<file path="config.mk">
export PLATFORM = sky130hd
export DESIGN_NAME = mmio_uart_tx
export DESIGN_NICKNAME = d
export VERILOG_FILES = /design/src/rtl/uart_pkg.sv /design/src/rtl/uart_tx_fifo.sv /design/src/rtl/mmio_uart_tx.sv
export SDC_FILE = /design/constraint.sdc
export NUM_CORES = 1
export LEC_CHECK = 0
export CAP_MARGIN = 20
export CORE_MARGIN = 4
export CORE_UTILIZATION = 40
export DETAILED_ROUTE_END_ITERATION = 10
export GPL_ROUTABILITY_DRIVEN = 1
export GPL_TIMING_DRIVEN = 0
export MAX_ROUTING_LAYER = met4
export PLACE_DENSITY = 0.73
export SETUP_SLACK_MARGIN = 0.4
export SYNTH_ARGS = -nofsm -noshare
export SYNTH_HDL_FRONTEND = slang
export SYNTH_SLANG_ARGS = --single-unit
export TNS_END_PERCENT = 20
</file>
<file path="constraint.sdc">
create_clock -name clk -period 2.4 [get_ports clk]
set_clock_uncertainty 0.2 [all_clocks]
set_input_delay 0.72 -clock clk [delete_from_list [all_inputs] [get_ports clk]]
set_output_delay 0.72 -clock clk [all_outputs]
set_load 0.01 [all_outputs]
</file>
<file path="src/rtl/uart_pkg.sv">
// uart_pkg: shared definitions for the memory-mapped UART transmitter.
//   - Register byte offsets inside the 16-byte window.
//   - STATUS register bit positions.
//   - Transmit FSM state encoding.
package uart_pkg;

  localparam logic [3:0] TXDATA_OFS  = 4'h0;
  localparam logic [3:0] STATUS_OFS  = 4'h4;
  localparam logic [3:0] BAUDDIV_OFS = 4'h8;

  localparam int ST_BUSY      = 0;
  localparam int ST_FULL      = 1;
  localparam int ST_EMPTY     = 2;
  localparam int ST_OVF       = 3;
  localparam int ST_COUNT_LSB = 4;

  typedef enum logic [2:0] {
    IDLE   = 3'd0,
    START  = 3'd1,
    DATA   = 3'd2,
    PARITY = 3'd3,
    STOP   = 3'd4
  } uart_tx_state_t;

endpackage

</file>
<file path="src/rtl/uart_tx_fifo.sv">
// uart_tx_fifo: synchronous FIFO holding bytes waiting for transmission.
// Ports:
//   clk, reset    clock, asynchronous active-high reset (pointers/count only)
//   push, din     write strobe and data; ignored while full
//   pop, dout     read strobe and head-of-queue data; ignored while empty
//   full, empty   occupancy flags, judged on the count at the start of the cycle
//   count         occupancy, $clog2(DEPTH)+1 bits
module uart_tx_fifo #(
  parameter int DEPTH = 4,
  parameter int WIDTH = 8
) (
  input  logic                     clk,
  input  logic                     reset,
  input  logic                     push,
  input  logic                     pop,
  input  logic [WIDTH-1:0]         din,
  output logic [WIDTH-1:0]         dout,
  output logic                     full,
  output logic                     empty,
  output logic [$clog2(DEPTH):0]   count
);

  localparam int AW = $clog2(DEPTH);
  localparam logic [AW:0] FULL_CNT = (AW+1)'(DEPTH);

  logic [WIDTH-1:0] mem_q [DEPTH];
  logic [AW-1:0]    wr_ptr_q, wr_ptr_d;
  logic [AW-1:0]    rd_ptr_q, rd_ptr_d;
  logic [AW:0]      count_q, count_d;
  logic             do_push, do_pop;

  // A push to a full FIFO is dropped even when a pop frees a slot in the
  // same cycle; pointers wrap naturally because DEPTH is a power of two.
  always_comb begin
    full     = (count_q == FULL_CNT);
    empty    = (count_q == '0);
    do_push  = push && !full;
    do_pop   = pop && !empty;
    wr_ptr_d = do_push ? wr_ptr_q + AW'(1) : wr_ptr_q;
    rd_ptr_d = do_pop  ? rd_ptr_q + AW'(1) : rd_ptr_q;
    count_d  = count_q;
    if (do_push && !do_pop) count_d = count_q + (AW+1)'(1);
    if (do_pop && !do_push) count_d = count_q - (AW+1)'(1);
  end

  always_ff @(posedge clk or posedge reset) begin
    if (reset) begin
      wr_ptr_q <= '0;
      rd_ptr_q <= '0;
      count_q  <= '0;
    end else begin
      wr_ptr_q <= wr_ptr_d;
      rd_ptr_q <= rd_ptr_d;
      count_q  <= count_d;
    end
  end

  always_ff @(posedge clk) begin
    if (do_push) mem_q[wr_ptr_q] <= din;
  end

  assign dout  = mem_q[rd_ptr_q];
  assign count = count_q;

endmodule

</file>
<file path="src/rtl/mmio_uart_tx.sv">
// mmio_uart_tx: memory-mapped UART transmitter on the core data-memory port.
// Registers (ALUResult[3:2]): 0x0 TXDATA (W), 0x4 STATUS (R, W1C OVF),
// 0x8 BAUDDIV (R/W, 16 bits), 0xC reserved. One bit lasts BAUDDIV+1 clocks.
// Ports:
//   clk, reset          clock, asynchronous active-high reset
//   MemWrite            store strobe
//   ALUResult           byte address
//   WriteData           store data
//   Sel                 combinational window hit
//   ReadData            combinational register read data (0 when !Sel)
//   tx                  serial output, idles high
// Build option: define UART_TX_PARITY_EN to append an even-parity bit (8E1).
module mmio_uart_tx
  import uart_pkg::*;
#(
  parameter logic [31:0] BASE_ADDR   = 32'h1000_0000,
  parameter int          FIFO_DEPTH  = 4,
  parameter logic [15:0] BAUDDIV_RST = 16'd867
) (
  input  logic        clk,
  input  logic        reset,
  input  logic        MemWrite,
  input  logic [31:0] ALUResult,
  input  logic [31:0] WriteData,
  output logic        Sel,
  output logic [31:0] ReadData,
  output logic        tx
);

  localparam int CW = $clog2(FIFO_DEPTH) + 1;

  uart_tx_state_t state_q, state_d;
  logic [15:0]    timer_q, timer_d;
  logic [15:0]    baud_q, baud_d;
  logic [2:0]     idx_q, idx_d;
  logic [7:0]     shreg_q, shreg_d;
  logic           tx_q, tx_d;
  logic           ovf_q, ovf_d;
`ifdef UART_TX_PARITY_EN
  logic           par_q, par_d;
`endif

  logic [3:0]     ofs;
  logic           wr_en, push, fifo_pop, fifo_full, fifo_empty, bit_done;
  logic [7:0]     fifo_dout;
  logic [CW-1:0]  fifo_count;
  logic [31:0]    status;
  logic           unused_bits;

  assign unused_bits = ^{ALUResult[1:0], WriteData[31:16]};

  assign Sel   = (ALUResult[31:4] == BASE_ADDR[31:4]);
  assign ofs   = {ALUResult[3:2], 2'b00};
  assign wr_en = MemWrite && Sel;
  assign push  = wr_en && (ofs == TXDATA_OFS);

  uart_tx_fifo #(
    .DEPTH (FIFO_DEPTH),
    .WIDTH (8)
  ) u_fifo (
    .clk   (clk),
    .reset (reset),
    .push  (push),
    .pop   (fifo_pop),
    .din   (WriteData[7:0]),
    .dout  (fifo_dout),
    .full  (fifo_full),
    .empty (fifo_empty),
    .count (fifo_count)
  );

  always_comb begin
    status                        = '0;
    status[ST_BUSY]               = (state_q != IDLE);
    status[ST_FULL]               = fifo_full;
    status[ST_EMPTY]              = fifo_empty;
    status[ST_OVF]                = ovf_q;
    status[ST_COUNT_LSB +: 4]     = 4'(fifo_count);
    ReadData = '0;
    if (Sel) begin
      unique case (ofs)
        STATUS_OFS:  ReadData = status;
        BAUDDIV_OFS: ReadData = {16'd0, baud_q};
        default:     ReadData = '0;
      endcase
    end
  end

  // Register writes. A dropped push (FIFO full) latches OVF.
  always_comb begin
    ovf_d  = ovf_q;
    baud_d = baud_q;
    if (push && fifo_full) ovf_d = 1'b1;
    if (wr_en && (ofs == STATUS_OFS) && WriteData[ST_OVF]) ovf_d = 1'b0;
    if (wr_en && (ofs == BAUDDIV_OFS)) baud_d = WriteData[15:0];
  end

  // Transmit FSM. tx is registered; the timer reloads from baud_q at every
  // bit boundary so a new divisor applies from the next bit onward.
  always_comb begin
    state_d  = state_q;
    timer_d  = timer_q;
    idx_d    = idx_q;
    shreg_d  = shreg_q;
    tx_d     = tx_q;
    fifo_pop = 1'b0;
`ifdef UART_TX_PARITY_EN
    par_d    = par_q;
`endif
    bit_done = (timer_q == 16'd0);
    unique case (state_q)
      IDLE: begin
        tx_d = 1'b1;
        if (!fifo_empty) begin
          fifo_pop = 1'b1;
          shreg_d  = fifo_dout;
          timer_d  = baud_q;
          tx_d     = 1'b0;
          state_d  = START;
`ifdef UART_TX_PARITY_EN
          par_d    = ^fifo_dout;
`endif
        end
      end
      START: begin
        if (bit_done) begin
          timer_d = baud_q;
          idx_d   = 3'd0;
          tx_d    = shreg_q[0];
          state_d = DATA;
        end else begin
          timer_d = timer_q - 16'd1;
        end
      end
      DATA: begin
        if (bit_done) begin
          timer_d = baud_q;
          shreg_d = shreg_q >> 1;
          if (idx_q == 3'd7) begin
`ifdef UART_TX_PARITY_EN
            tx_d    = par_q;
            state_d = PARITY;
`else
            tx_d    = 1'b1;
            state_d = STOP;
`endif
          end else begin
            idx_d = idx_q + 3'd1;
            tx_d  = shreg_q[1];
          end
        end else begin
          timer_d = timer_q - 16'd1;
        end
      end
`ifdef UART_TX_PARITY_EN
      PARITY: begin
        if (bit_done) begin
          timer_d = baud_q;
          tx_d    = 1'b1;
          state_d = STOP;
        end else begin
          timer_d = timer_q - 16'd1;
        end
      end
`endif
      STOP: begin
        if (bit_done) state_d = IDLE;
        else          timer_d = timer_q - 16'd1;
      end
      default: begin
        tx_d    = 1'b1;
        state_d = IDLE;
      end
    endcase
  end

  always_ff @(posedge clk or posedge reset) begin
    if (reset) begin
      state_q <= IDLE;
      timer_q <= '0;
      idx_q   <= '0;
      tx_q    <= 1'b1;
      ovf_q   <= 1'b0;
      baud_q  <= BAUDDIV_RST;
    end else begin
      state_q <= state_d;
      timer_q <= timer_d;
      idx_q   <= idx_d;
      tx_q    <= tx_d;
      ovf_q   <= ovf_d;
      baud_q  <= baud_d;
    end
  end

  always_ff @(posedge clk) begin
    shreg_q <= shreg_d;
`ifdef UART_TX_PARITY_EN
    par_q   <= par_d;
`endif
  end

  assign tx = tx_q;

endmodule

</file>
==> impl_metrics.prom <==
# TYPE chip_impl_metric gauge
chip_impl_metric{name="drt.antenna.violating_nets",unit=""} 0
chip_impl_metric{name="drc",unit=""} 0
chip_impl_metric{name="syn_to_final_growth",unit="%"} 37.5
chip_impl_info{name="crit_type",value="in -> out"} 1
chip_impl_metric{name="synth_edf_count",unit=""} 40
chip_impl_metric{name="power.share.sequential",unit="%"} 53.8
chip_impl_metric{name="power_switching",unit="W"} 0.000760
chip_impl_metric{name="clk-insertion-delay-late",unit="ns"} 0.37
chip_impl_metric{name="timing.max_cap.violations",unit=""} 0
chip_impl_metric{name="stdcell_count",unit=""} 621
chip_impl_metric{name="internal_power",unit="W"} 0.00217
chip_impl_metric{name="power.ir.vdd_worst",unit="mV"} 0.381
chip_impl_metric{name="cp.required",unit="ns"} 1.48
chip_impl_metric{name="cts-htree-levels",unit=""} 3
chip_impl_metric{name="post_drt_wl_per_cell",unit="um"} 17.3
chip_impl_metric{name="route.final.wire_length",unit="um"} 10800
chip_impl_info{name="status",value="finished with violations"} 1
chip_impl_info{name="cts_tree",value="yes"} 1
chip_impl_info{name="most_frequent_cells_in_the_layout",value="40 x edfxtp_1, 36 x dfrtp_1, 31 x buf_6, 25 x mux2_2, 21 x buf_4"} 1
chip_impl_metric{name="nNetsFinal",unit=""} 556
chip_impl_metric{name="starting_density_of_the_core",unit="%"} 41.1
chip_impl_metric{name="yosysSeqAreaShare",unit="%"} 53.4
chip_impl_metric{name="post_drt_via_cell_ratio",unit=""} 5.51
chip_impl_metric{name="layout_setup_ws",unit="ns"} -0.433
chip_impl_metric{name="ctsHoldBuffers",unit=""} 0
chip_impl_metric{name="cellLeakagePower",unit="nW"} 2.55
chip_impl_info{name="failed_checks",value="negative setup slack"} 1
chip_impl_metric{name="clk_pin_slew_worst_paths",unit="ns"} 0.09
chip_impl_metric{name="io_buffer_count",unit=""} 66
chip_impl_metric{name="placement_rows",unit=""} 38
chip_impl_metric{name="timing.slew.headroom",unit="%"} 36.3
chip_impl_metric{name="detailedPlacementHpwl",unit="um"} 7160
chip_impl_metric{name="async_flop_share",unit="%"} 54.0
chip_impl_metric{name="ys_warn_count",unit=""} 0
chip_impl_metric{name="syn_avg_cell_area",unit="um^2"} 11.9
chip_impl_metric{name="peak_clock_frequency_supported_by_timing",unit="GHz"} 0.353
chip_impl_metric{name="tritoncts_num_sinks",unit=""} 87
chip_impl_metric{name="netSwitchingFraction",unit="%"} 25.9
chip_impl_metric{name="fp.coreArea",unit="um^2"} 10900
chip_impl_metric{name="power.share.clock",unit="%"} 33.7
chip_impl_metric{name="first_global_vias",unit=""} 3472
chip_impl_metric{name="mappedNetlistArea",unit="um^2"} 4470
chip_impl_metric{name="largest_fanout_on_the_critical_path",unit=""} 8
chip_impl_metric{name="combPwrFrac",unit="%"} 12.5
chip_impl_info{name="synth_ff_type",value="edfxtp_1"} 1
chip_impl_info{name="unrepaired_setup_endpoints_after_global_routing",value="yes"} 1
chip_impl_metric{name="die-width",unit="um"} 114
chip_impl_metric{name="postSynthRegisterBits",unit=""} 87
chip_impl_metric{name="first_pass_iters",unit=""} 5
chip_impl_metric{name="globalRouteTotalUtil",unit="%"} 17.5
chip_impl_metric{name="cts_buffer_depth",unit=""} 2
chip_impl_metric{name="drive_above_1_share",unit="%"} 45.3
chip_impl_metric{name="design.portCount",unit=""} 101
chip_impl_metric{name="antenna_violations_before_repair",unit=""} 0
chip_impl_metric{name="post_synth_inst_count",unit=""} 375
chip_impl_metric{name="setup_viol",unit=""} 34
chip_impl_metric{name="final.period_utilization",unit="%"} 118
chip_impl_metric{name="floorplan.die.height",unit="um"} 114
chip_impl_info{name="min-delay-path-class",value="reg -> reg"} 1
chip_impl_metric{name="number_of_antenna_repair_diodes",unit=""} 0
chip_impl_info{name="clock_tree.root_cell",value="clkbuf_8"} 1
chip_impl_info{name="crit_path_end_kind",value="primary output"} 1
chip_impl_info{name="critPathLaunchType",value="input port"} 1
chip_impl_metric{name="final-max-slew-violation-count",unit=""} 0
chip_impl_metric{name="die_area",unit="um^2"} 12900
chip_impl_metric{name="grt.overflow.total",unit=""} 0
chip_impl_metric{name="final_hold_viols",unit=""} 0
chip_impl_metric{name="gp_routability_congestion",unit=""} 0.888
chip_impl_info{name="final_common_cell",value="edfxtp_1"} 1
chip_impl_metric{name="post-place-cells",unit=""} 597
chip_impl_metric{name="grt_max_degree",unit=""} 44
chip_impl_metric{name="cts_made_buffers",unit=""} 9
chip_impl_metric{name="critPathArrivalTime",unit="ns"} 1.91
chip_impl_metric{name="worst_slew_pin_tran",unit="ns"} 0.951
chip_impl_metric{name="cellPowerDensity",unit="nW/um^2"} 477
chip_impl_metric{name="fin_crit",unit="ns"} 2.83
chip_impl_metric{name="drt_iter0_markers",unit=""} 234
chip_impl_metric{name="dp_slack",unit="ns"} -1.33
chip_impl_metric{name="synthDistinctLibCells",unit=""} 59
chip_impl_metric{name="vias",unit=""} 3420
chip_impl_metric{name="grt_pass1_wl",unit="um"} 17200
[power by group through the flow]
stage / logic [W] / registers, W / clock network (W)
after floorplan: 0.000171 / 0.00161 / 0
after detailed placement: 0.000314 / 0.00161 / 0
final: 0.000365 / 0.00158 / 0.000990
after global placement: 0.000299 / 0.00161 / 0
after global routing: 0.000395 / 0.00158 / 0.00108
after CTS: 0.000353 / 0.00158 / 0.00101
[flip-flops by register name, indices dropped and copies added, names as in the netlist, 2 cells and up]
signal / count
idx_q: 3
u_fifo.wr_ptr_q: 2
u_fifo.mem_q: 32
u_fifo.rd_ptr_q: 2
u_fifo.count: 3
shreg_q: 8
timer_q: 16
state_q: 3
baud_q: 16
[critical path: stages]
cell and delay [ns]:
buf_2 0.11, nor4_4 0.23, nand3_1 0.13, nor2_2 0.17, clkbuf_8 0.17, buf_6 0.10
and3_4 0.18, buf_6 0.10
[per-stage QoR]
| stage | setup TNS (ns) | instance area [um^2] | hold slack (ns) | util [%] | power [W] |
|---|---|---|---|---|---|
| global route | -10.83 | 6150 | 0.322 | 56.5 | 0.00305 |
| CTS | -7.14 | 6040 | 0.277 | 55.4 | 0.00294 |
| finish | -7.40 | 6150 | 0.277 | 56.5 | 0.00293 |
| global placement | -81.39 | 5450 | 0.270 | 50.0 | 0.00191 |
| detailed placement | -58.91 | 5470 | 0.276 | 50.2 | 0.00192 |
| floorplan | -4.98 | 4610 | 0.272 | - | 0.00178 |
[timing repair]
| action | in CTS | in global routing |
|---|---|---|
| gates resized for setup | 290 | 34 |
| buffers inserted | 7 | 1 |
| endpoints found under the setup margin | 111 | 96 |
| pin swaps | 60 | 18 |
[Yosys cell counts (2+ instances only)]
library cell  instances  area [um^2]
a22oi_1               8         60.1
inv_1                17         63.8
a21o_1                3         22.5
o22ai_1               2         12.5
mux2_2               25          282
ha_1                 12          150
a32oi_1               2         17.5
and3_1               13         81.3
nor4_1               10         62.6
edfxtp_1             40         1200
and3_2                2         15.0
a211oi_1              5         37.5
or3_1                 4         25.0
clkbuf_1              4         15.0
o21ai_1               3         15.0
nor2_1               24         90.1
nand3_1               7         35.0
a22o_1                2         17.5
xnor2_1               3         26.3
xor2_1                4         35.0
dfstp_2               7          184
a21oi_1              16         80.1
mux4_2                8          180
buf_2                 8         40.0
o211ai_1              3         22.5
nand2_1              21         78.8
and2_1                6         37.5
nand4_1               5         31.3
o311ai_0              2         17.5
nor3_1                8         40.0
dfrtp_1              40         1000
nor4b_1               2         17.5
buf_4                17          128
a31oi_1               4         25.0
o21ai_0              14         70.1
[path summary, 6_finish.rpt]
path / from / end / slack [ns] / depth (start not counted)
max: ALUResult[18] / ReadData[13] / -0.43 / 8
min: tx / tx / 0.28 / 2
max reg2reg: state_q[0] / u_fifo.count[2] / -0.14 / 8
min reg2reg: tx / tx / 0.28 / 2
max in group asynchronous: reset / tx / 1.17 / 3
min in group asynchronous: reset / baud_q[11] / 0.34 / 2
[cell type report]
class	count	area, um^2
fill	862	4740
sequential	87	2390
multi-input combinational	256	2370
timing repair buffer	75	687
buffer	30	272
tap	140	175
clock buffer	11	153
inverter	17	66.3
clock inverter	5	38.8
[cell families after synthesis]
family          share of synthesized area [%]
other cells                            0.0839
buf+inv                                  5.60
simple gates                             14.7
mux                                      10.3
xor+xnor                                 1.37
flops                                    53.4
fa+ha+maj                                3.81
compound gates                           10.8
[routing by layer]
metal	GRT usage [%]	part of all wire [%]	up-vias
li1	-	-	1568
met1	22.3	42	1676
met2	28.0	49	153
met3	2.92	6.0	23
met4	7.21	2.8	0
met5	-	0	-
(Power assumes the default switching activity.)
